File: config.mk
export PLATFORM = sky130hd
export DESIGN_NAME = core_ctrl
export DESIGN_NICKNAME = d
export VERILOG_FILES = /design/src/rtl/core_ctrl.sv
export SDC_FILE = /design/constraint.sdc
export NUM_CORES = 1
export LEC_CHECK = 0
export ABC_AREA = 1
export BUFFER_PORTS_ARGS = -buffer_cell sky130_fd_sc_hd__buf_2
export CORE_UTILIZATION = 60
export CTS_CLUSTER_SIZE = 8
export DETAILED_ROUTE_END_ITERATION = 6
export PLACE_DENSITY_LB_ADDON = 0.25
export SYNTH_ARGS = -nofsm -noshare
export SYNTH_HDL_FRONTEND = slang
export SYNTH_SLANG_ARGS = --single-unit
export TNS_END_PERCENT = 10
File: constraint.sdc
create_clock -name clk -period 7.28 [get_ports clk]
set_input_delay 1.456 -clock clk [delete_from_list [all_inputs] [get_ports clk]]
set_output_delay 1.456 -clock clk [all_outputs]
set_load 0.01 [all_outputs]
File: src/rtl/core_ctrl.sv
// core_ctrl: tile sequencer that produces the 34-bit inst word for core.
// A single FSM decodes the next state; every output is registered from that decode.
module core_ctrl #(
    parameter int row       = 8,
    parameter int col       = 8,
    parameter int len_nij   = 36,
    parameter int drain_max = 64
) (
    input  logic        clk,
    input  logic        reset,
    input  logic        start,
    input  logic [10:0] cfg_w_base,
    input  logic [10:0] cfg_x_base,
    input  logic [10:0] cfg_p_base,
    input  logic        cfg_acc,
    input  logic        ofifo_valid,
    output logic [33:0] inst,
    output logic        busy,
    output logic        done,
    output logic        err
);

    localparam logic [33:0] IDLE_WORD = 34'h1800C0000;
    localparam int CNT_W = 16;
    localparam int IDX_W = 12;

    localparam int B_ACC   = 33;
    localparam int B_CENP  = 32;
    localparam int B_WENP  = 31;
    localparam int AP_HI   = 30;
    localparam int AP_LO   = 20;
    localparam int B_CENX  = 19;
    localparam int AX_HI   = 17;
    localparam int AX_LO   = 7;
    localparam int B_OFRD  = 6;
    localparam int B_L0RD  = 3;
    localparam int B_L0WR  = 2;
    localparam int B_EXEC  = 1;
    localparam int B_LOAD  = 0;

    typedef enum logic [2:0] {
        S_IDLE,
        S_W_FETCH,
        S_W_LOAD,
        S_W_SETTLE,
        S_X_FETCH,
        S_EXEC,
        S_DRAIN,
        S_READOUT
    } state_t;

    state_t           state_q, state_d;
    logic [CNT_W-1:0] k_q, k_d;
    logic [IDX_W-1:0] rd_q, rd_d;
    logic [IDX_W-1:0] wr_q, wr_d;
    logic [10:0]      w_base_q, w_base_d;
    logic [10:0]      x_base_q, x_base_d;
    logic [10:0]      p_base_q, p_base_d;
    logic             acc_q, acc_d;
    logic [33:0]      inst_q, inst_d;
    logic             busy_q, busy_d;
    logic             done_q, done_d;
    logic             err_q, err_d;
    logic             rd_en, wr_en;
    logic [10:0]      fetch_base;
    logic [CNT_W-1:0] fetch_len;

    always_comb begin
        state_d  = state_q;
        k_d      = k_q + CNT_W'(1);
        rd_d     = rd_q;
        wr_d     = wr_q;
        w_base_d = w_base_q;
        x_base_d = x_base_q;
        p_base_d = p_base_q;
        acc_d    = acc_q;
        err_d    = err_q;
        done_d   = 1'b0;

        unique case (state_q)
            S_IDLE: begin
                k_d = '0;
                if (start) begin
                    state_d  = S_W_FETCH;
                    w_base_d = cfg_w_base;
                    x_base_d = cfg_x_base;
                    p_base_d = cfg_p_base;
                    acc_d    = cfg_acc;
                    err_d    = 1'b0;
                end
            end
            S_W_FETCH: begin
                if (k_q == CNT_W'(col)) begin
                    state_d = S_W_LOAD;
                    k_d     = '0;
                end
            end
            S_W_LOAD: begin
                if (k_q == CNT_W'(col - 1)) begin
                    state_d = S_W_SETTLE;
                    k_d     = '0;
                end
            end
            S_W_SETTLE: begin
                if (k_q == CNT_W'(row - 1)) begin
                    state_d = S_X_FETCH;
                    k_d     = '0;
                end
            end
            S_X_FETCH: begin
                if (k_q == CNT_W'(len_nij)) begin
                    state_d = S_EXEC;
                    k_d     = '0;
                end
            end
            S_EXEC: begin
                // Readout counters are cleared here so DRAIN can hand over a clean slate.
                if (k_q == CNT_W'(len_nij - 1)) begin
                    state_d = S_DRAIN;
                    k_d     = '0;
                    rd_d    = '0;
                    wr_d    = '0;
                end
            end
            S_DRAIN: begin
                if (ofifo_valid) begin
                    state_d = S_READOUT;
                    k_d     = '0;
                end else if (k_q == CNT_W'(drain_max - 1)) begin
                    state_d = S_IDLE;
                    k_d     = '0;
                    err_d   = 1'b1;
                end
            end
            S_READOUT: begin
                k_d = '0;
                if (wr_q == IDX_W'(len_nij)) begin
                    state_d = S_IDLE;
                    done_d  = 1'b1;
                end
            end
            default: begin
                state_d = S_IDLE;
                k_d     = '0;
            end
        endcase

        // A read seen in this cycle becomes a pmem write in the next one.
        rd_en = (state_d == S_READOUT) && ofifo_valid && (rd_q < IDX_W'(len_nij));
        wr_en = (state_q == S_READOUT) && inst_q[B_OFRD];
        if (rd_en) rd_d = rd_q + IDX_W'(1);
        if (wr_en) wr_d = wr_q + IDX_W'(1);

        busy_d     = (state_d != S_IDLE);
        fetch_base = (state_d == S_W_FETCH) ? w_base_d : x_base_d;
        fetch_len  = (state_d == S_W_FETCH) ? CNT_W'(col) : CNT_W'(len_nij);

        inst_d = IDLE_WORD;
        unique case (state_d)
            S_W_FETCH, S_X_FETCH: begin
                if (k_d < fetch_len) begin
                    inst_d[B_CENX]      = 1'b0;
                    inst_d[AX_HI:AX_LO] = fetch_base + k_d[10:0];
                end
                inst_d[B_L0WR] = (k_d != '0);
            end
            S_W_LOAD: begin
                inst_d[B_L0RD] = 1'b1;
                inst_d[B_LOAD] = 1'b1;
            end
            S_EXEC: begin
                inst_d[B_ACC]  = acc_d;
                inst_d[B_L0RD] = 1'b1;
                inst_d[B_EXEC] = 1'b1;
            end
            S_DRAIN: begin
                inst_d[B_ACC]  = acc_d;
                inst_d[B_EXEC] = 1'b1;
            end
            S_READOUT: begin
                inst_d[B_OFRD] = rd_en;
                if (wr_en) begin
                    inst_d[B_CENP]      = 1'b0;
                    inst_d[B_WENP]      = 1'b0;
                    inst_d[AP_HI:AP_LO] = p_base_d + wr_q[10:0];
                end
            end
            default: begin
            end
        endcase
    end

    always_ff @(posedge clk or negedge reset) begin
        if (!reset) begin
            state_q <= S_IDLE;
            k_q     <= '0;
            rd_q    <= '0;
            wr_q    <= '0;
            inst_q  <= IDLE_WORD;
            busy_q  <= 1'b0;
            done_q  <= 1'b0;
            err_q   <= 1'b0;
        end else begin
            state_q <= state_d;
            k_q     <= k_d;
            rd_q    <= rd_d;
            wr_q    <= wr_d;
            inst_q  <= inst_d;
            busy_q  <= busy_d;
            done_q  <= done_d;
            err_q   <= err_d;
        end
    end

    // Tile configuration is only consulted outside IDLE, after a start has loaded it.
    always_ff @(posedge clk) begin
        w_base_q <= w_base_d;
        x_base_q <= x_base_d;
        p_base_q <= p_base_d;
        acc_q    <= acc_d;
    end

    assign inst = inst_q;
    assign busy = busy_q;
    assign done = done_q;
    assign err  = err_q;

endmodule

* After elaboration in Yosys (flattened, before gate mapping)
Index checks and enable logic that the tools add are counted.
W data, S select, Z words.
** Storage, ports and cells
- Flip-flop bits (word level) :: 111
- Output and inout port bits :: 37
- Word-level logic and storage cells :: 109
- Input port bits :: 38
** Operators by class
- Add/sub/neg operators :: 5
- Equality and inequality tests :: 22
- $lt $le $gt $ge :: 2
- Reductions and logical operators :: 19
- Mux-type cells :: 49
** Operators with widths (number)
- $mux W11 :: 9
- $mux W16 :: 6
- $pmux W16 S6 :: 1
- $eq A16 B6 Y1 const B :: 3
- $mux W12 :: 4
- $mux W3 :: 9
- $mux W13 :: 2
- $add A12 B1 Y12 const B :: 2
- $eq A3 B3 Y1 const B :: 8
- $pmux W3 S8 :: 1
- $add A11 B11 Y11 :: 2
- $add A16 B1 Y16 const B :: 1
- $eq A16 B3 Y1 const B :: 1
- $eq A16 B4 Y1 const B :: 1
- $lt A16 B6 Y1 :: 1
- $reduce_bool A16 Y1 :: 1
- $mux W1 :: 15
- $eq A12 B6 Y1 const B :: 1
- $lt A12 B6 Y1 const B :: 1
- $reduce_bool A2 Y1 :: 5
- $reduce_or A2 Y1 :: 5
- $eq A3 B2 Y1 const B :: 3
- $eq A3 B1 Y1 const B :: 2
- $mux W6 :: 1
- 7 further kinds :: 12

* Logic depth before layout (Yosys ltp)
- Depth in word-level cells :: 9
- Gate-level depth with buffers :: 26
- Mapped depth without buffers :: 25

* Least setup slack after synthesis
OpenSTA, ideal clock, no wires.
- Path type :: input port to flip-flop
- Start :: input port start
- End :: register inst_q[29] (netlist: inst[29])
- Library setup time :: 0.064 ns
- Buffers on the path :: 2
- Path slack :: 3.448 ns
- Required time :: 7.216 ns
- Arrival :: 3.767 ns
- Cell stages on the path :: 22
- Path through :: inv_1 > nor2_4 > inv_1 > clkbuf_1 > clkbuf_1 > nand2_1 > nand2_1 > ha_1 > nand2_1 > nand2_1 > nand3_1 > nand2_1 > a21oi_1 > nor2_1 > o21ai_0 > nand2_1 > nand2_1 > nand2_1 > nand2_1 > nand2_1 > a21oi_1 > o21a_1
** Between the ends
- Word-level cells in the longest chain between the ends :: 5
- Elaborated cells on any way between the ends :: 8
- Those cells by class :: add/sub: 1; eq/ne: 1; mux: 6
** Ends and longest elaborated chain
- from (decl) :: line 11 : input logic start,
- $mux W11 :: line 83 : if (start) begin
- $mux W11 :: line 80 : unique case (state_q)
- named net p_base_d[2] :: line 58 : logic [10:0] p_base_q, p_base_d;
- $add A11 B11 Y11 :: line 185 : inst_d[AP_HI:AP_LO] = p_base_d + wr_q[10:0];
- $mux W13 :: line 182 : if (wr_en) begin
- $mux W13 :: line 159 : unique case (state_d)
- named net inst_d[29] :: line 60 : logic [33:0] inst_q, inst_d;
- to (signal assigned) :: line 208 : inst_q <= inst_d;
- to (decl) :: line 60
The timed path passes the listed nets, and every way through them passes these cells.
A chain may end at the register's enable or synchronous reset.

* Final worst setup path
- Start :: input port start
- End :: register inst_q[14] (netlist: inst[14])
** Between the ends
- Word-level cells in the longest chain between the ends :: 7
- Elaborated cells on any way between the ends :: 15
- Those cells by class :: add/sub: 1; order compare: 1; eq/ne: 2; mux: 10; reduce/logical: 1
** Ends and longest elaborated chain
- $mux W3 :: line 83
- $pmux W3 S8 :: line 80
- $eq A3 B1 Y1 :: line 155, 156, 159
- $mux W6 or $mux W11 (tied branches) :: line 156, 155
- $lt A16 B6 Y1 or $add A11 B11 Y11 (tied branches) :: line 161, 163
- $mux W11 :: line 161 : if (k_d < fetch_len) begin
- $mux W11 * :: line 159
- named net inst_d[14] :: line 60
Mark *: on every way through the listed nets, which the timed path passes. The rest lies on a longest branch.

==> metrics.md <==
| Metric | Value |
|---|---|
| Worst path max stage delay | 0.58 ns |
| Reg clk slew, reported paths | 0.10 ns |
| Hold Crit Start | p_base_q[2] |
| Core area | 0.00973 mm2 |
| Drt via density | 5.27 |
| Post-synthesis xor/xnor area fraction | 0.0320 |
| RR Startpoint | state_q[2] |
| Power Total | 1090 uW |
| Crit share post-route | 0.619 |
| CP required | 7.56 ns |
| Largest net degree at the start of global routing | 77 |
| Max IR drop VDD | 0.112 mV |
| Mapped Cells | 765 |
| Yosys warnings | 0 |
| Adder-cell share of the synthesized area | 0.0628 |
| Initial antenna violation count | 0 |
| Library cells used by synthesis | 51 |
| Mux share of post-synthesis cell area | 0.00333 |
| GR peak layer | met2 |
| Std cell rows | 36 |
| Internal reg-to-reg setup slack | 3.12 ns |
| Total number of vias | 5113 |
| DIE WIDTH | 102 um |
| Final setup TNS | 0 ns |
| Slowest CP cell | inv_1 |
| Pre-antenna DRT Iters | 5 |
| I/O Pins | 75 |
| Global Route Usage Sum | 0.269 |
| Crit Path Category | in2reg |
| Least-Margin Pin Slew | 1.08 ns |
| Clock H-tree levels | 3 |
| Number of diodes | 0 |
| Fin nets | 900 |
| Power Dens Cells | 163 mW/mm2 |
| Critical Path End | inst[14] |
| Vias in the first global route | 4819 |
| Fin. Hold Viols | 0 |
| HPWL after DPL | 9900 um |
| Largest family of logic cells by synthesized area | simple AND/OR/NAND/NOR gates |
| Max Clk Rate | 222 MHz |
| Post-Syn Area | 0.00602 mm2 |
| Post-Syn Area per Cell | 7.87 um2 |
| Final setup violation count | 0 |
| Hold WS | 0.459 ns |
| Post-route ant nets | 0 |
| Source of the critical timing path | start |
| Clock Path Buffers | 2 |
| Grt met1 use | 0.345 |
| Yosys reg bits | 110 |
| Wire length per cell | 13.4 um |
| Final Cell Area | 0.00669 mm2 |
| Hold WC Path Type | reg2reg |
| CP top delay family | buffers and inverters |
| Total Wirelength | 13000 um |
| Max-cap violations | 0 |
| Post-synth EDFFs | 0 |
| Starting Density | 0.618 |
| Die Ht | 102 um |
| Placed Area | 0.00646 mm2 |
| Simple-gate share of the synthesized area | 0.309 |
| Crit-path cells | buf_2, inv_1, nor2_4, buf_4, inv_1, or2_2, o21ai_0, o21ai_1, ha_1, a21oi_1, o221ai_1, a21oi_1, nor2_1, o21ai_0, nand2_1, xor2_1, nor2_2 |
| Cts bufs inserted | 9 |
| First-pass GRT wire length | 21700 um |
| Clk sink count | 110 |
| Buf/Inv on CP | 4 |
| Ys flop type | dfrtp_1 |
| Worst r2r dst | inst[14] |
| Register area share after synthesis | 0.430 |
| Met2 Use GR | 0.459 |
| Synth Area in Compound Gates | 0.0786 |
| Root buffer cell | clkbuf_8 |
| Layout cell share with drive strength beyond 1 | 0.179 |
| Post-layout min period | 4.51 ns |
| Post-CTS Setup Bufs | 0 |
| Gpl congestion | 0.967 |
| Most common cell after layout, fill and taps aside | nand2_1 |
| CTS resizes | 0 |
| Worst-Skew Late Latency | 0.38 ns |
| Number of port buffers | 71 |
| CTS tree | built |
| Worst-path fanout max | 36 |
| Most frequent cells in the layout | 186 x nand2_1, 103 x inv_1, 74 x dfrtp_1 |
| Final Max Tran Viols | 0 |
| Grt total ovfl | 0 |
| Setup Skew | 0.0103 ns |
| Critical path depth | 17 |
| Depth of the most critical reg-to-reg path | 17 |
| Die area | 0.0104 mm2 |
| Initial drt markers | 196 |
| RSZ-0062 raised after global routing | no |
| Crit path capture type | flop |
| P&R area growth vs syn | 11.1% |
| Outcome | finished, final reports clean |
| Critical Path AT | 4.78 ns |
| Drt drc | 0 |
| Leak | 0.00348 uW |
| # hold bufs at CTS | 0 |
| Ys async rst share | 0.691 |
| Met3 usage in global routing | 0.0424 |
| Slew margin rel. | 0.282 |
| Startpoint Class | primary input |
## cells by family after synthesis
family	after synthesis
multiplexers	2
XOR/XNOR	22
AND/OR/NAND/NOR	395
adder cells (fa/ha/maj)	29
buffers and inverters	123
other	2
AO/OA/AOI/OAI	82
flip-flops	110
## power breakdown
part	internal [uW]	switching [uW]	leakage (uW)	total [uW]
Combinational	19.4	33.9	0.00209	53.3
Sequential	618	2.91	0.00127	621
Clock	199	217	0.000108	416
## tightest hold or removal path, stage by stage, from the launching register on
cell and delay [ns]:
dfxtp_1 0.32, nand2_1 0.05, nand2_1 0.06
## metrics by stage
| stage | setup slack [ns] | std cells | utilization |
|---|---|---|---|
| after global placement | 2.51 | 955 | 0.664 |
| after CTS | 2.78 | 971 | 0.687 |
| after global routing | 2.42 | 971 | 0.687 |
| final | 2.77 | 971 | 0.687 |
| after detailed placement | 2.40 | 955 | 0.664 |
| after floorplan | 3.45 | 766 | - |
## flip-flops by register name, indices dropped and copies added, names as in the netlist
signal    count
err           1
done          1
k_q          16
state_q       3
busy          1
wr_q         12
rd_q         12
p_base_q     11
inst         30
w_base_q     11
acc_q         1
x_base_q     11
## per-layer routing
metal	routed length [um]	vias up
li1	-	2558
met1	5900	2405
met2	6340	127
met3	487	23
met4	294	0
met5	0	-
## cell usage after synthesis, drive strengths merged, types with 2 or more instances
master / count / share of area
dfrtp: 74 / 0.31
xnor2: 3 / 0.0044
o32ai: 2 / 0.0029
or2: 7 / 0.0073
a21oi: 30 / 0.025
a31oi: 2 / 0.0021
nor2: 94 / 0.075
o31ai: 3 / 0.0037
xor2: 19 / 0.028
nand4: 8 / 0.011
dfstp: 2 / 0.0087
o2111ai: 3 / 0.0044
nor3: 21 / 0.019
nand3b: 2 / 0.0025
nand3: 43 / 0.040
dfxtp: 34 / 0.11
conb: 2 / 0.0012
o21ai: 28 / 0.023
buf: 9 / 0.011
mux2i: 2 / 0.0033
nor4: 2 / 0.0021
and2: 9 / 0.0094
o21a: 2 / 0.0025
a21boi: 2 / 0.0025
inv: 106 / 0.067
nand2: 205 / 0.14
fa: 2 / 0.0067
nor3b: 4 / 0.0050
clkbuf: 7 / 0.0044
o22ai: 4 / 0.0042
ha: 27 / 0.056
## cell type report
type	count	area, um2
Tap cell	133	166
Inverter	107	405
Sequential cell	110	2580
Fill cell	854	3040
Clock inverter	7	104
Timing Repair Buffer	72	365
Multi-Input combinational cell	533	2940
Clock buffer	9	124
## how the worst min path moves through the flow
stage / depth (start not counted) / to / slack (ns)
after floorplan: 2 / acc_q / 0.41
after global placement: 2 / w_base_q[8] / 0.43
after detailed placement: 2 / w_base_q[0] / 0.44
after CTS: 2 / w_base_q[4] / 0.46
after global routing: 2 / w_base_q[4] / 0.48
final: 2 / p_base_q[2] / 0.46
(Power assumes the default switching activity.)
